[src/rtl/sync_debounce_pkg.sv]
// Shared types and helpers for the sync_debounce level qualifier.
package sync_debounce_pkg;

  typedef enum logic [1:0] {
    STABLE_LO = 2'b00,
    QUAL_HI   = 2'b01,
    STABLE_HI = 2'b11,
    QUAL_LO   = 2'b10
  } state_t;

  // Width needed to hold values 0..stable_cycles.
  function automatic int cnt_width(input int stable_cycles);
    return $clog2(stable_cycles + 1);
  endfunction

endpackage

[src/rtl/sync_debounce_qcnt.sv]
// Qualification counter: counts consecutive samples that differ from the accepted level.
module sync_debounce_qcnt
  import sync_debounce_pkg::*;
#(
  parameter int STABLE_CYCLES = 4
) (
  input  logic clk,
  input  logic rst_n,
  input  logic clr,
  input  logic inc,
  output logic tc
);

  localparam int QW = cnt_width(STABLE_CYCLES);

  logic [QW-1:0] qual_cnt;

  // Clear wins over increment so an acceptance or glitch always restarts from zero.
  always_ff @(posedge clk or negedge rst_n) begin
    if (!rst_n) begin
      qual_cnt <= '0;
    end else if (clr) begin
      qual_cnt <= '0;
    end else if (inc) begin
      qual_cnt <= qual_cnt + QW'(1);
    end
  end

  assign tc = (qual_cnt == QW'(STABLE_CYCLES - 1));

endmodule

[src/rtl/sync_debounce.sv]
// Debounces an already-synchronised level and emits rise/fall pulses.
// Optional saturating edge counter enabled by `define SYNC_DEBOUNCE_EVT_CNT_EN.
module sync_debounce
  import sync_debounce_pkg::*;
#(
  parameter bit INIT          = 1'b0,
  parameter int STABLE_CYCLES = 4,
  parameter int EVT_W         = 16
) (
  input  logic             clk,
  input  logic             rst_n,
  input  logic             in,
  input  logic             en,
  output logic             level,
  output logic             rise,
  output logic             fall,
  input  logic             evt_clr,
  output logic [EVT_W-1:0] evt_cnt
);

  state_t state;
  logic   q_clr;
  logic   q_inc;
  logic   q_tc;
  logic   accept;

  sync_debounce_qcnt #(
    .STABLE_CYCLES(STABLE_CYCLES)
  ) u_qcnt (
    .clk  (clk),
    .rst_n(rst_n),
    .clr  (q_clr),
    .inc  (q_inc),
    .tc   (q_tc)
  );

  // Counter control and edge-acceptance decode; everything is frozen while en=0.
  always_comb begin
    q_clr  = 1'b0;
    q_inc  = 1'b0;
    accept = 1'b0;
    if (en) begin
      case (state)
        STABLE_LO: if (in) begin
          if (STABLE_CYCLES == 1) accept = 1'b1;
          else                    q_inc  = 1'b1;
        end
        QUAL_HI: begin
          if (!in)       q_clr = 1'b1;
          else if (q_tc) begin
            q_clr  = 1'b1;
            accept = 1'b1;
          end else       q_inc = 1'b1;
        end
        STABLE_HI: if (!in) begin
          if (STABLE_CYCLES == 1) accept = 1'b1;
          else                    q_inc  = 1'b1;
        end
        QUAL_LO: begin
          if (in)        q_clr = 1'b1;
          else if (q_tc) begin
            q_clr  = 1'b1;
            accept = 1'b1;
          end else       q_inc = 1'b1;
        end
        default: q_clr = 1'b1;
      endcase
    end
  end

  always_ff @(posedge clk or negedge rst_n) begin
    if (!rst_n) begin
      state <= INIT ? STABLE_HI : STABLE_LO;
      level <= INIT;
      rise  <= 1'b0;
      fall  <= 1'b0;
    end else begin
      rise <= 1'b0;
      fall <= 1'b0;
      if (en) begin
        case (state)
          STABLE_LO: if (in) begin
            if (STABLE_CYCLES == 1) begin
              state <= STABLE_HI;
              level <= 1'b1;
              rise  <= 1'b1;
            end else begin
              state <= QUAL_HI;
            end
          end
          QUAL_HI: begin
            if (!in) begin
              state <= STABLE_LO;
            end else if (q_tc) begin
              state <= STABLE_HI;
              level <= 1'b1;
              rise  <= 1'b1;
            end
          end
          STABLE_HI: if (!in) begin
            if (STABLE_CYCLES == 1) begin
              state <= STABLE_LO;
              level <= 1'b0;
              fall  <= 1'b1;
            end else begin
              state <= QUAL_LO;
            end
          end
          QUAL_LO: begin
            if (in) begin
              state <= STABLE_HI;
            end else if (q_tc) begin
              state <= STABLE_LO;
              level <= 1'b0;
              fall  <= 1'b1;
            end
          end
          default: begin
            state <= level ? STABLE_HI : STABLE_LO;
          end
        endcase
      end
    end
  end

`ifdef SYNC_DEBOUNCE_EVT_CNT_EN
  // Clear takes priority but still counts an edge accepted in the same cycle.
  always_ff @(posedge clk or negedge rst_n) begin
    if (!rst_n) begin
      evt_cnt <= '0;
    end else if (en) begin
      if (evt_clr) begin
        evt_cnt <= accept ? EVT_W'(1) : '0;
      end else if (accept && (evt_cnt != '1)) begin
        evt_cnt <= evt_cnt + EVT_W'(1);
      end
    end
  end
`else
  logic unused_evt_clr;
  assign unused_evt_clr = evt_clr;
  assign evt_cnt        = '0;
`endif

endmodule

[config.mk]
export PLATFORM = sky130hd
export DESIGN_NAME = sync_debounce
export DESIGN_NICKNAME = d
export VERILOG_FILES = /design/src/rtl/sync_debounce_pkg.sv /design/src/rtl/sync_debounce_qcnt.sv /design/src/rtl/sync_debounce.sv
export SDC_FILE = /design/constraint.sdc
export NUM_CORES = 1
export LEC_CHECK = 0
export BUFFER_PORTS_ARGS = -buffer_cell sky130_fd_sc_hd__clkbuf_2
export CORE_MARGIN = 5
export CORE_UTILIZATION = 42
export DETAILED_ROUTE_END_ITERATION = 16
export PLACE_DENSITY = 0.7
export SLEW_MARGIN = 20
export SYNTH_ARGS = -nofsm -noshare
export SYNTH_HDL_FRONTEND = slang
export SYNTH_SLANG_ARGS = --single-unit
[constraint.sdc]
create_clock -name clk -period 5 [get_ports clk]
set_input_delay 1.5 -clock clk [delete_from_list [all_inputs] [get_ports clk]]
set_output_delay 1.5 -clock clk [all_outputs]
set_load 0.02 [all_outputs]
==> flow_metrics.py, run 1 <==
metrics = {
    "run_status": {
        "run_status": "completed",
    },
    "clock_network": {
        "clock_tree_from_tritoncts": "yes",
        "clkLatencyLatePin_ns": 0.26,
        "cts_inserted_buffers": 3,
        "postCtsSetupRepairBufs": 0,
        "post_cts.resized_instances": 0,
        "number_of_levels_in_the_clock_h_tree": 1,
        "clk_transition_reported_paths_ns": 0.05,
        "post_cts_hold_buffer_count": 0,
        "cts_num_sinks": 8,
        "cts_root_buf": "sky130_fd_sc_hd__clkbuf_4",
        "ctsLongestPathBuffers": 2,
    },
    "critical_path": {
        "timing.critical_path.buf_inv": 1,
        "rr_endpoint": "u_qcnt.qual_cnt[0]$_DFFE_PN0P_",
        "critPathMaxFanout": 2,
        "required_ns": 3.50,
        "critical_path.cell_chain": "clkbuf_2",
        "cp_slowest_stage_delay_ns": 0.38,
        "r2r_setup_slack_ns": 3.27,
        "arrival_ns": 0.78,
        "cp-end-kind": "output port",
        "timing.critical_path.max_delay_family": "flip-flops",
        "crit_start_category": "register",
        "kind_of_critical_path": "reg -> out",
        "critical_path.slowest_cell": "sky130_fd_sc_hd__dfrtp_1",
        "worst-r2r-cell-count": 6,
        "worst_flop_to_flop_path_startpoint": "u_qcnt.qual_cnt[0]$_DFFE_PN0P_",
    },
    "drt": {
        "drt.antenna.violating_nets": 0,
        "initialDrtViolationCount": 8,
        "detail_route.first_pass.iterations": 4,
        "route.detailed.wl_per_inst_um": 11.2,
        "detail_route.vias_per_cell": 4.72,
        "vias": 448,
        "post-route-drc-count": 0,
        "routed_wl_mm": 1.07,
    },
    "cells_and_area": {
        "n_antenna_cell": 0,
        "syn_to_final_growth_pct": -0.379,
        "nets": 93,
        "layout-drive-gt1-share_pct": 13.9,
    },
    "synth": {
        "async_flop_share_pct": 100,
        "proportion_of_synthesized_chip_area_in_sequential_cells_pct": 30.3,
        "dominantRegCellSynth": "sky130_fd_sc_hd__dfrtp_1",
        "number_of_enable_type_register_cells_in_the_synthesized_netlist": 0,
        "synthesis.instances": 72,
        "mappedNetlistArea_um2": 661,
        "synth_common_cells": "sky130_fd_sc_hd__buf_4, sky130_fd_sc_hd__a21oi_1, sky130_fd_sc_hd__dfrtp_1",
        "total_of_flip_flops_plus_latches_after_synthesis": 8,
        "synth.area.top_cells": "sky130_fd_sc_hd__dfrtp_1, sky130_fd_sc_hd__buf_4, sky130_fd_sc_hd__ha_1",
        "synth.most_common_cell": "sky130_fd_sc_hd__buf_4",
        "yosys_warnings": 0,
        "synth_cell_type_count": 24,
        "synth_top_area_share_pct": 30.3,
        "synth.largest_area_cell": "sky130_fd_sc_hd__dfrtp_1",
        "post_synth.cell_area_avg_um2": 9.18,
    },
    "floorplan": {
        "core.rowCount": 14,
        "fp.coreArea_um2": 1510,
        "floorplan.initialDensity_pct": 43.9,
        "full_die_area_um2": 2470,
        "die_width_um": 49.7,
        "chipHeight_um": 49.7,
        "io-pin-count": 24,
    },
    "sta": {
        "finalSetupViolations": 0,
        "min_period_over_period_pct": 45.6,
        "setup-tns-final_ns": 0,
        "final_max_slew_viol_count": 0,
        "timing.fmax_mhz": 439,
        "report.final.hold_viol_count": 0,
        "rsz0062_at_grt": "no",
        "clock_skew_ns": 0.0112,
        "final.min_clock_period_ns": 2.28,
        "fin_hold_ws_ns": 0.547,
    },
    "global_route": {
        "first_global_vias": 448,
        "grt-ovfl-total": 0,
        "grt_antenna_before_repair": 0,
        "wire_length_of_the_first_global_routing_pass_mm": 1.85,
        "track_usage_pct": 9.72,
        "grt_start_max_net_pins": 12,
    },
    "place": {
        "hpwlAfterDp_um": 869,
        "place.gp.congestion": 0.756,
        "number_of_buffers_inserted_by_port_buffering": 6,
    },
    "pwr": {
        "power_per_cell_area_nw_per_um2": 490,
        "finalPower_uw": 322,
        "max-vdd-ir-drop_mv": 0.239,
        "cellLeakagePower_nw": 0.350,
    },
    "run": {
        "cap_violations": 0,
    },
    "worst_hold_path": {
        "startpoint_of_the_most_critical_hold_path": "level$_DFFE_PN0P_",
        "min-delay-path-class": "reg -> reg",
        "hold-path-endpoint": "level$_DFFE_PN0P_",
        "whs_path_depth": 2,
    },
}
==> registers in the layout, indices dropped and copies added, names as in the netlist <==
name             cells
fall                 1
level                1
u_qcnt.qual_cnt      3
rise                 1
state                2
==> cell usage in the layout, fill, tap and decap left out <==
cell type,synthesis,routed
sky130_fd_sc_hd__conb_1,1,16
sky130_fd_sc_hd__a21oi_1,8,8
sky130_fd_sc_hd__dfrtp_1,8,8
sky130_fd_sc_hd__inv_1,7,7
sky130_fd_sc_hd__ha_1,7,7
sky130_fd_sc_hd__clkbuf_2,0,6
sky130_fd_sc_hd__o21ai_0,4,4
sky130_fd_sc_hd__mux2i_1,3,3
sky130_fd_sc_hd__clkbuf_4,0,3
sky130_fd_sc_hd__nor3_1,2,2
sky130_fd_sc_hd__nor2_1,2,2
sky130_fd_sc_hd__nand2_1,1,1
sky130_fd_sc_hd__nor2b_1,1,1
sky130_fd_sc_hd__nor2b_2,1,1
sky130_fd_sc_hd__nand2b_1,1,1
sky130_fd_sc_hd__o32a_1,1,1
sky130_fd_sc_hd__a21boi_1,1,1
sky130_fd_sc_hd__nand3_1,1,1
sky130_fd_sc_hd__o32ai_1,1,1
sky130_fd_sc_hd__o311ai_0,1,1
sky130_fd_sc_hd__or3_1,1,1
sky130_fd_sc_hd__o211ai_2,1,1
sky130_fd_sc_hd__mux2_1,1,1
sky130_fd_sc_hd__a311oi_1,1,1
==> how the worst max path moves through the flow <==
| stage | to | startpoint | slack [ns] | cells past startpoint |
|---|---|---|---|---|
| 6_report | level | level$_DFFE_PN0P_ | 2.72 | 1 |
| 5_1_grt | u_qcnt.qual_cnt[2]$_DFFE_PN0P_ | in | 2.66 | 5 |
| 4_1_cts | level | level$_DFFE_PN0P_ | 2.70 | 1 |
| 3_5_place_dp | state[1]$_DFFE_PN0P_ | in | 2.46 | 4 |
| 3_3_place_gp | state[1]$_DFFE_PN0P_ | in | 2.46 | 4 |
| 2_1_floorplan | state[1]$_DFFE_PN0P_ | in | 2.63 | 4 |
==> routing by layer <==
metal  track usage, %  up-vias  share of wire, %
met2             15.0       15                50
met1             10.4      203                41
li1                 -      228                 -
met5                0        -                 0
met3             5.72        2               8.0
met4             4.80        0              0.75
==> layout make-up <==
| type | instances | area, µm² |
|---|---|---|
| sequential | 8 | 200 |
| tap | 16 | 20.0 |
| clock buffer | 3 | 22.5 |
| multi-input combinational | 55 | 359 |
| inverter | 7 | 26.3 |
| timing repair buffer | 6 | 30.0 |
| fill | 148 | 848 |
==> cells by family (layout without fill, tap and decap cells) <==
group,count (synthesis),count (layout),share of synthesized area [%]
other,1,16,0.568
DFF,8,8,30.3
adders and majority gates,7,7,13.3
buffers and inverters,24,16,23.9
AOI/OAI and AO/OA,18,18,17.6
and+or+nand+nor,10,10,8.15
muxes,4,4,6.25
==> stage by stage <==
step	instances	worst slack, ns	utilization [%]	cell area (µm²)
after floorplan	87	2.63	-	717
after global placement	92	2.46	42.2	636
after detailed placement	92	2.46	42.2	636
after CTS	95	2.70	43.7	658
after global routing	95	2.66	43.7	658
final	95	2.72	43.7	658
==> worst reg2reg max path: stages (launching register included) <==
cell and delay [ns]:
sky130_fd_sc_hd__dfrtp_1 0.39, sky130_fd_sc_hd__ha_1 0.21, sky130_fd_sc_hd__ha_1 0.25, sky130_fd_sc_hd__nor2b_1 0.18
sky130_fd_sc_hd__o32ai_1 0.12, sky130_fd_sc_hd__or3_1 0.35, sky130_fd_sc_hd__a21oi_1 0.15
==> power by group <==
group | internal (mW) | leakage, nW | total [mW] | switching [mW]
clock | 0.0275 | 0.0138 | 0.0496 | 0.0222
combinational | 0.0699 | 0.234 | 0.171 | 0.101
sequential | 0.0871 | 0.102 | 0.102 | 0.0147
total | 0.184 | 0.350 | 0.322 | 0.138
Note: power is estimated with default switching activity, not from simulation.
==> run 2: changes to the inputs <==
- clock period: 5 -> 2.1 ns (I/O delays scaled with it)
==> flow_metrics.py, run 2 (synthesis results as in run 1) <==
metrics = {
    "global_route": {
        "wire_length_of_the_first_global_routing_pass_mm": 1.83,
        "first_global_vias": 433,
        "grt_antenna_before_repair": 0,
        "grt_start_max_net_pins": 12,
        "grt-ovfl-total": 0,
        "track_usage_pct": 9.65,
    },
    "floorplan": {
        "fp.coreArea_um2": 1510,
        "die_width_um": 49.7,
        "full_die_area_um2": 2470,
        "io-pin-count": 24,
        "core.rowCount": 14,
        "floorplan.initialDensity_pct": 43.9,
        "chipHeight_um": 49.7,
    },
    "sta": {
        "final_critical_path_setup_slack_ns": 0.379,
        "timing.fmax_mhz": 581,
        "final.min_clock_period_ns": 1.72,
        "finalSetupViolations": 0,
        "rsz0062_at_grt": "no",
        "report.final.hold_viol_count": 0,
        "clock_skew_ns": 0.0102,
        "final_max_slew_viol_count": 0,
        "setup-tns-final_ns": 0,
        "min_period_over_period_pct": 82.0,
    },
    "cells_and_area": {
        "flip_flop_count_of_the_largest_register_all_copies_and_words_added": 3,
        "reg_top3": "u_qcnt.qual_cnt: 3 flops, state: 2 flops",
        "layout_commonest_cell": "sky130_fd_sc_hd__conb_1",
        "layout.core_utilization_pct": 43.7,
        "nets": 93,
        "biggest_register": "u_qcnt.qual_cnt",
        "layout.cells.most_common_list": "sky130_fd_sc_hd__conb_1, sky130_fd_sc_hd__a21oi_1, sky130_fd_sc_hd__dfrtp_1, sky130_fd_sc_hd__inv_1, sky130_fd_sc_hd__ha_1",
        "n_antenna_cell": 0,
        "layout-drive-gt1-share_pct": 13.9,
        "syn_to_final_growth_pct": -0.379,
    },
    "clock_network": {
        "clock_tree_from_tritoncts": "yes",
        "postCtsSetupRepairBufs": 0,
        "post_cts_hold_buffer_count": 0,
        "cts_num_sinks": 8,
        "ctsLongestPathBuffers": 2,
        "post_cts.resized_instances": 0,
        "cts_inserted_buffers": 3,
        "clk_transition_reported_paths_ns": 0.06,
        "number_of_levels_in_the_clock_h_tree": 1,
        "clkLatencyLatePin_ns": 0.26,
        "cts_root_buf": "sky130_fd_sc_hd__clkbuf_4",
    },
    "worst_hold_path": {
        "min-delay-path-class": "in -> async",
    },
    "run_status": {
        "run_status": "completed",
    },
    "place": {
        "detailedPlace.worstSlack_ns": 0.391,
        "number_of_buffers_inserted_by_port_buffering": 6,
        "place.gp.congestion": 0.774,
        "hpwlAfterDp_um": 901,
    },
    "drt": {
        "detail_route.first_pass.iterations": 4,
        "initialDrtViolationCount": 9,
        "detail_route.vias_per_cell": 4.93,
        "route.detailed.wl_per_inst_um": 11.5,
        "post-route-drc-count": 0,
        "vias": 468,
        "drt.antenna.violating_nets": 0,
        "routed_wl_mm": 1.09,
    },
    "critical_path": {
        "kind_of_critical_path": "reg -> reg",
        "required_ns": 2.29,
        "critPathMaxFanout": 6,
        "crit_start_category": "register",
        "arrival_ns": 1.91,
        "cp-end-kind": "register",
    },
    "pwr": {
        "max-vdd-ir-drop_mv": 0.567,
        "power_per_cell_area_nw_per_um2": 1180,
        "cellLeakagePower_nw": 0.350,
    },
    "run": {
        "cap_violations": 0,
    },
}
## run 2: stage by stage
stage	area, µm²	total power, mW	std cells	hold WS (ns)
4_1_cts	658	0.781	95	0.201
3_5_place_dp	636	0.656	92	0.487
3_3_place_gp	636	0.639	92	0.481
2_1_floorplan	717	0.594	87	0.334
5_1_grt	658	0.863	95	0.209
6_report	658	0.774	95	0.198
## run 2: cell type report
| type | instances | area [µm²] |
|---|---|---|
| Clock buffer | 3 | 22.5 |
| Inverter | 7 | 26.3 |
| Sequential cell | 8 | 200 |
| Timing Repair Buffer | 6 | 30.0 |
| Fill cell | 151 | 848 |
| Multi-Input combinational cell | 55 | 359 |
| Tap cell | 16 | 20.0 |
## run 2: worst max-delay path, stage by stage (launching register included)
cell                      delay [ns]
sky130_fd_sc_hd__dfrtp_1        0.39
sky130_fd_sc_hd__ha_1           0.21
sky130_fd_sc_hd__ha_1           0.26
sky130_fd_sc_hd__nor2b_1        0.18
sky130_fd_sc_hd__o32ai_1        0.12
sky130_fd_sc_hd__or3_1          0.36
sky130_fd_sc_hd__a21oi_1        0.14
## run 2: path summary, 6_finish.rpt
check                                                     from                        endpoint  slack, ns  cells after the start
worst min register to register  u_qcnt.qual_cnt[1]$_DFFE_PN0P_  u_qcnt.qual_cnt[1]$_DFFE_PN0P_       0.56                      2
max in group asynchronous                                rst_n            state[1]$_DFFE_PN0P_       1.72                      1
worst max register to register  u_qcnt.qual_cnt[0]$_DFFE_PN0P_  u_qcnt.qual_cnt[0]$_DFFE_PN0P_       0.38                      6
worst min-delay path                                     rst_n  u_qcnt.qual_cnt[0]$_DFFE_PN0P_       0.20                      1
worst max-delay path            u_qcnt.qual_cnt[0]$_DFFE_PN0P_  u_qcnt.qual_cnt[0]$_DFFE_PN0P_       0.38                      6
min in group clk                u_qcnt.qual_cnt[1]$_DFFE_PN0P_  u_qcnt.qual_cnt[1]$_DFFE_PN0P_       0.56                      2
## run 2: power by group
group / switching (mW) / leakage (nW) / internal, mW
logic: 0.243 / 0.234 / 0.167
registers: 0.0356 / 0.102 / 0.207
clock network: 0.0560 / 0.0138 / 0.0656
## run 2: metal layers
metal  vias up  routed length, µm  part of all wire [%]  global-route usage, %
met5         -                  0                     0                      0
met4         0                 23                   2.1                   3.93
met3         4                 86                   7.9                   4.52
met2        20                563                    52                   16.3
met1       217                415                    38                   10.1
li1        227                  -                     -                      -
==> run 3: changes to the inputs <==
- ABC_AREA: default -> 1
- PLACE_DENSITY: 0.7 -> 0.73
- clock period: 2.1 -> 1.4 ns (I/O delays scaled with it)
==> flow_metrics.py, run 3 <==
metrics = {
    "run_status": {
        "run_status": "completed",
    },
    "sta": {
        "min_period_over_period_pct": 95.5,
        "final_critical_path_setup_slack_ns": 0.0630,
        "final.min_clock_period_ns": 1.34,
        "rsz0062_at_grt": "yes",
        "finalSetupViolations": 0,
        "clock_skew_ns": 0.00205,
        "timing.fmax_mhz": 748,
        "fin_hold_ws_ns": 0.00294,
        "setup-tns-final_ns": 0,
        "final_max_slew_viol_count": 0,
        "report.final.hold_viol_count": 0,
    },
    "cells_and_area": {
        "reg_top3": "u_qcnt.qual_cnt: 3 flops, state: 2 flops",
        "biggest_register": "u_qcnt.qual_cnt",
        "nets": 106,
        "multi_input_area_um2": 378,
        "n_antenna_cell": 0,
        "flip_flop_count_of_the_largest_register_all_copies_and_words_added": 3,
        "layout-drive-gt1-share_pct": 29.3,
        "layout.area.seq_um2": 201,
        "final_design_area_no_fill_um2": 699,
        "num-fill-cells": 150,
        "syn_to_final_growth_pct": 8.12,
        "layout_commonest_cell": "sky130_fd_sc_hd__conb_1",
        "layout.cells.most_common_list": "sky130_fd_sc_hd__conb_1, sky130_fd_sc_hd__nand2_1, sky130_fd_sc_hd__inv_1, sky130_fd_sc_hd__nand2_2, sky130_fd_sc_hd__dfrtp_1",
    },
    "critical_path": {
        "arrival_ns": 1.53,
        "timing.critical_path.mode_cell": "sky130_fd_sc_hd__nand2_1",
        "crit_path_start": "u_qcnt.qual_cnt[0]$_DFFE_PN0P_",
        "cp_slowest_stage_delay_ns": 0.39,
        "worst_flop_to_flop_path_startpoint": "u_qcnt.qual_cnt[0]$_DFFE_PN0P_",
        "timing.critical_path.max_delay_family": "simple AND/OR/NAND/NOR gates",
        "r2r_setup_slack_ns": 0.06,
        "critical_path.slowest_cell": "sky130_fd_sc_hd__dfrtp_1",
        "worst-r2r-cell-count": 9,
        "critPathMaxFanout": 6,
        "kind_of_critical_path": "reg -> reg",
        "critical_path.endpoint": "u_qcnt.qual_cnt[1]$_DFFE_PN0P_",
        "critical_path.cell_chain": "ha_2 -> ha_4 -> inv_4 -> nand2_2 -> nand2_1 -> nand2_1 -> nand2_2 -> nand4_1 -> nand2_1",
        "rr_endpoint": "u_qcnt.qual_cnt[1]$_DFFE_PN0P_",
        "required_ns": 1.59,
        "crit_start_category": "register",
        "cp-end-kind": "register",
        "timing.critical_path.buf_inv": 1,
        "worstSetupPathDepth": 9,
    },
    "drt": {
        "post-route-drc-count": 0,
        "vias": 475,
        "initialDrtViolationCount": 1,
        "detail_route.vias_per_cell": 4.40,
        "detail_route.first_pass.iterations": 4,
        "drt.antenna.violating_nets": 0,
        "route.detailed.wl_per_inst_um": 10.1,
        "routed_wl_mm": 1.09,
    },
    "synth": {
        "total_of_flip_flops_plus_latches_after_synthesis": 8,
        "post_synth.cell_area_avg_um2": 7.70,
        "proportion_of_synthesized_chip_area_in_sequential_cells_pct": 30.9,
        "synth.area.top_cells": "sky130_fd_sc_hd__dfrtp_1, sky130_fd_sc_hd__buf_4, sky130_fd_sc_hd__ha_1",
        "mappedNetlistArea_um2": 647,
        "yosys_warnings": 0,
        "synth.largest_area_cell": "sky130_fd_sc_hd__dfrtp_1",
        "dominantRegCellSynth": "sky130_fd_sc_hd__dfrtp_1",
        "async_flop_share_pct": 100,
        "synth.most_common_cell": "sky130_fd_sc_hd__buf_4",
        "synthesis.instances": 84,
        "synth_cell_type_count": 16,
        "number_of_enable_type_register_cells_in_the_synthesized_netlist": 0,
        "synth_top_area_share_pct": 30.9,
        "synth_common_cells": "sky130_fd_sc_hd__buf_4, sky130_fd_sc_hd__nand2_1, sky130_fd_sc_hd__inv_1",
    },
    "clock_network": {
        "post_cts_hold_buffer_count": 0,
        "clk_transition_reported_paths_ns": 0.05,
        "number_of_levels_in_the_clock_h_tree": 1,
        "cts_root_buf": "sky130_fd_sc_hd__clkbuf_4",
        "postCtsSetupRepairBufs": 0,
        "clkLatencyLatePin_ns": 0.25,
        "ctsLongestPathBuffers": 2,
        "cts_inserted_buffers": 3,
        "clock_tree_from_tritoncts": "yes",
        "cts_num_sinks": 8,
    },
    "place": {
        "detailedPlace.worstSlack_ns": -0.0545,
        "placed_inst_area_um2": 633,
        "hpwlAfterDp_um": 873,
        "place.gp.congestion": 0.746,
        "number_of_buffers_inserted_by_port_buffering": 6,
    },
    "floorplan": {
        "full_die_area_um2": 2430,
        "chipHeight_um": 49.2,
        "core.rowCount": 14,
        "io-pin-count": 24,
        "floorplan.initialDensity_pct": 43.4,
        "fp.coreArea_um2": 1490,
        "die_width_um": 49.2,
    },
    "pwr": {
        "cellLeakagePower_nw": 0.386,
        "finalPower_mw": 1.27,
        "max-vdd-ir-drop_mv": 0.958,
        "power_per_cell_area_nw_per_um2": 1810,
    },
    "worst_hold_path": {
        "min-delay-path-class": "in -> async",
    },
    "global_route": {
        "grt_antenna_before_repair": 0,
        "wire_length_of_the_first_global_routing_pass_mm": 1.77,
        "first_global_vias": 439,
        "grt_start_max_net_pins": 9,
        "track_usage_pct": 9.56,
        "grt-ovfl-total": 0,
    },
    "run": {
        "cap_violations": 0,
    },
}
## run 3: cell count changes after synthesis, sizes merged, moves of 2 or more
cell   before  now
nor2        2    5
nor2b       2    0
inv         7   12
a21oi       8    3
nand2       1   19
mux2i       3    0
nand4       0    3
nand3       1    4
## run 3: power breakdown
part,total (mW),switching [mW],internal (mW)
registers,0.383,0.0702,0.313
clock network,0.171,0.0732,0.0977
logic,0.713,0.446,0.266
## run 3: final cells by class
class                      instances  area share (%)
inverter                          12            6.80
tap                               16            2.86
multi-input combinational         63            54.0
timing repair buffer               6            4.29
clock buffer                       3            3.22
sequential                         8            28.8
## run 3: logic make-up (layout without fill, tap and decap cells)
kind of cell | count (synthesis) | after routing | synth area share, %
other | 1 | 16 | 0.580
buffers and inverters | 28 | 21 | 25.5
flip-flops | 8 | 8 | 30.9
adder cells (fa/ha/maj) | 7 | 7 | 13.5
AND/OR/NAND/NOR | 32 | 32 | 22.6
AO/OA/AOI/OAI | 8 | 8 | 6.77
## run 3: how the worst min path moves through the flow
stage	start	endpoint	slack, ns	cells after the start
2_1_floorplan	rst_n	fall$_DFF_PN0_	0.12	0
3_3_place_gp	rst_n	level$_DFFE_PN0P_	0.27	1
3_5_place_dp	rst_n	level$_DFFE_PN0P_	0.27	1
4_1_cts	rst_n	level$_DFFE_PN0P_	0.0008	1
5_1_grt	rst_n	level$_DFFE_PN0P_	0.007	1
6_report	rst_n	rise$_DFF_PN0_	0.003	1
## run 3: through the flow
step | util, % | cells
3_5_place_dp | 42.5 | 105
4_1_cts | 44.4 | 108
3_3_place_gp | 42.5 | 105
6_report | 47.0 | 108
5_1_grt | 47.0 | 108
2_1_floorplan | - | 99
## run 3: repair_timing
action,in CTS,in global routing
setup endpoints to repair,3,5
pin swaps,1,6
gates resized for setup,3,13
## run 3: worst reg2reg max path, delay by kind of cell (launching register included)
| kind | cells | cell delay [ns] |
|---|---|---|
| simple gates | 6 | 0.45 |
| buf+inv | 1 | 0.06 |
| flops | 1 | 0.39 |
| fa+ha+maj | 2 | 0.38 |
## run 3: layer usage
metal,routed length (µm),up-vias,track usage (%)
met3,101,2,5.20
met1,447,204,11.5
met4,11,0,5.38
met2,533,18,13.3
li1,-,251,-
met5,0,-,0
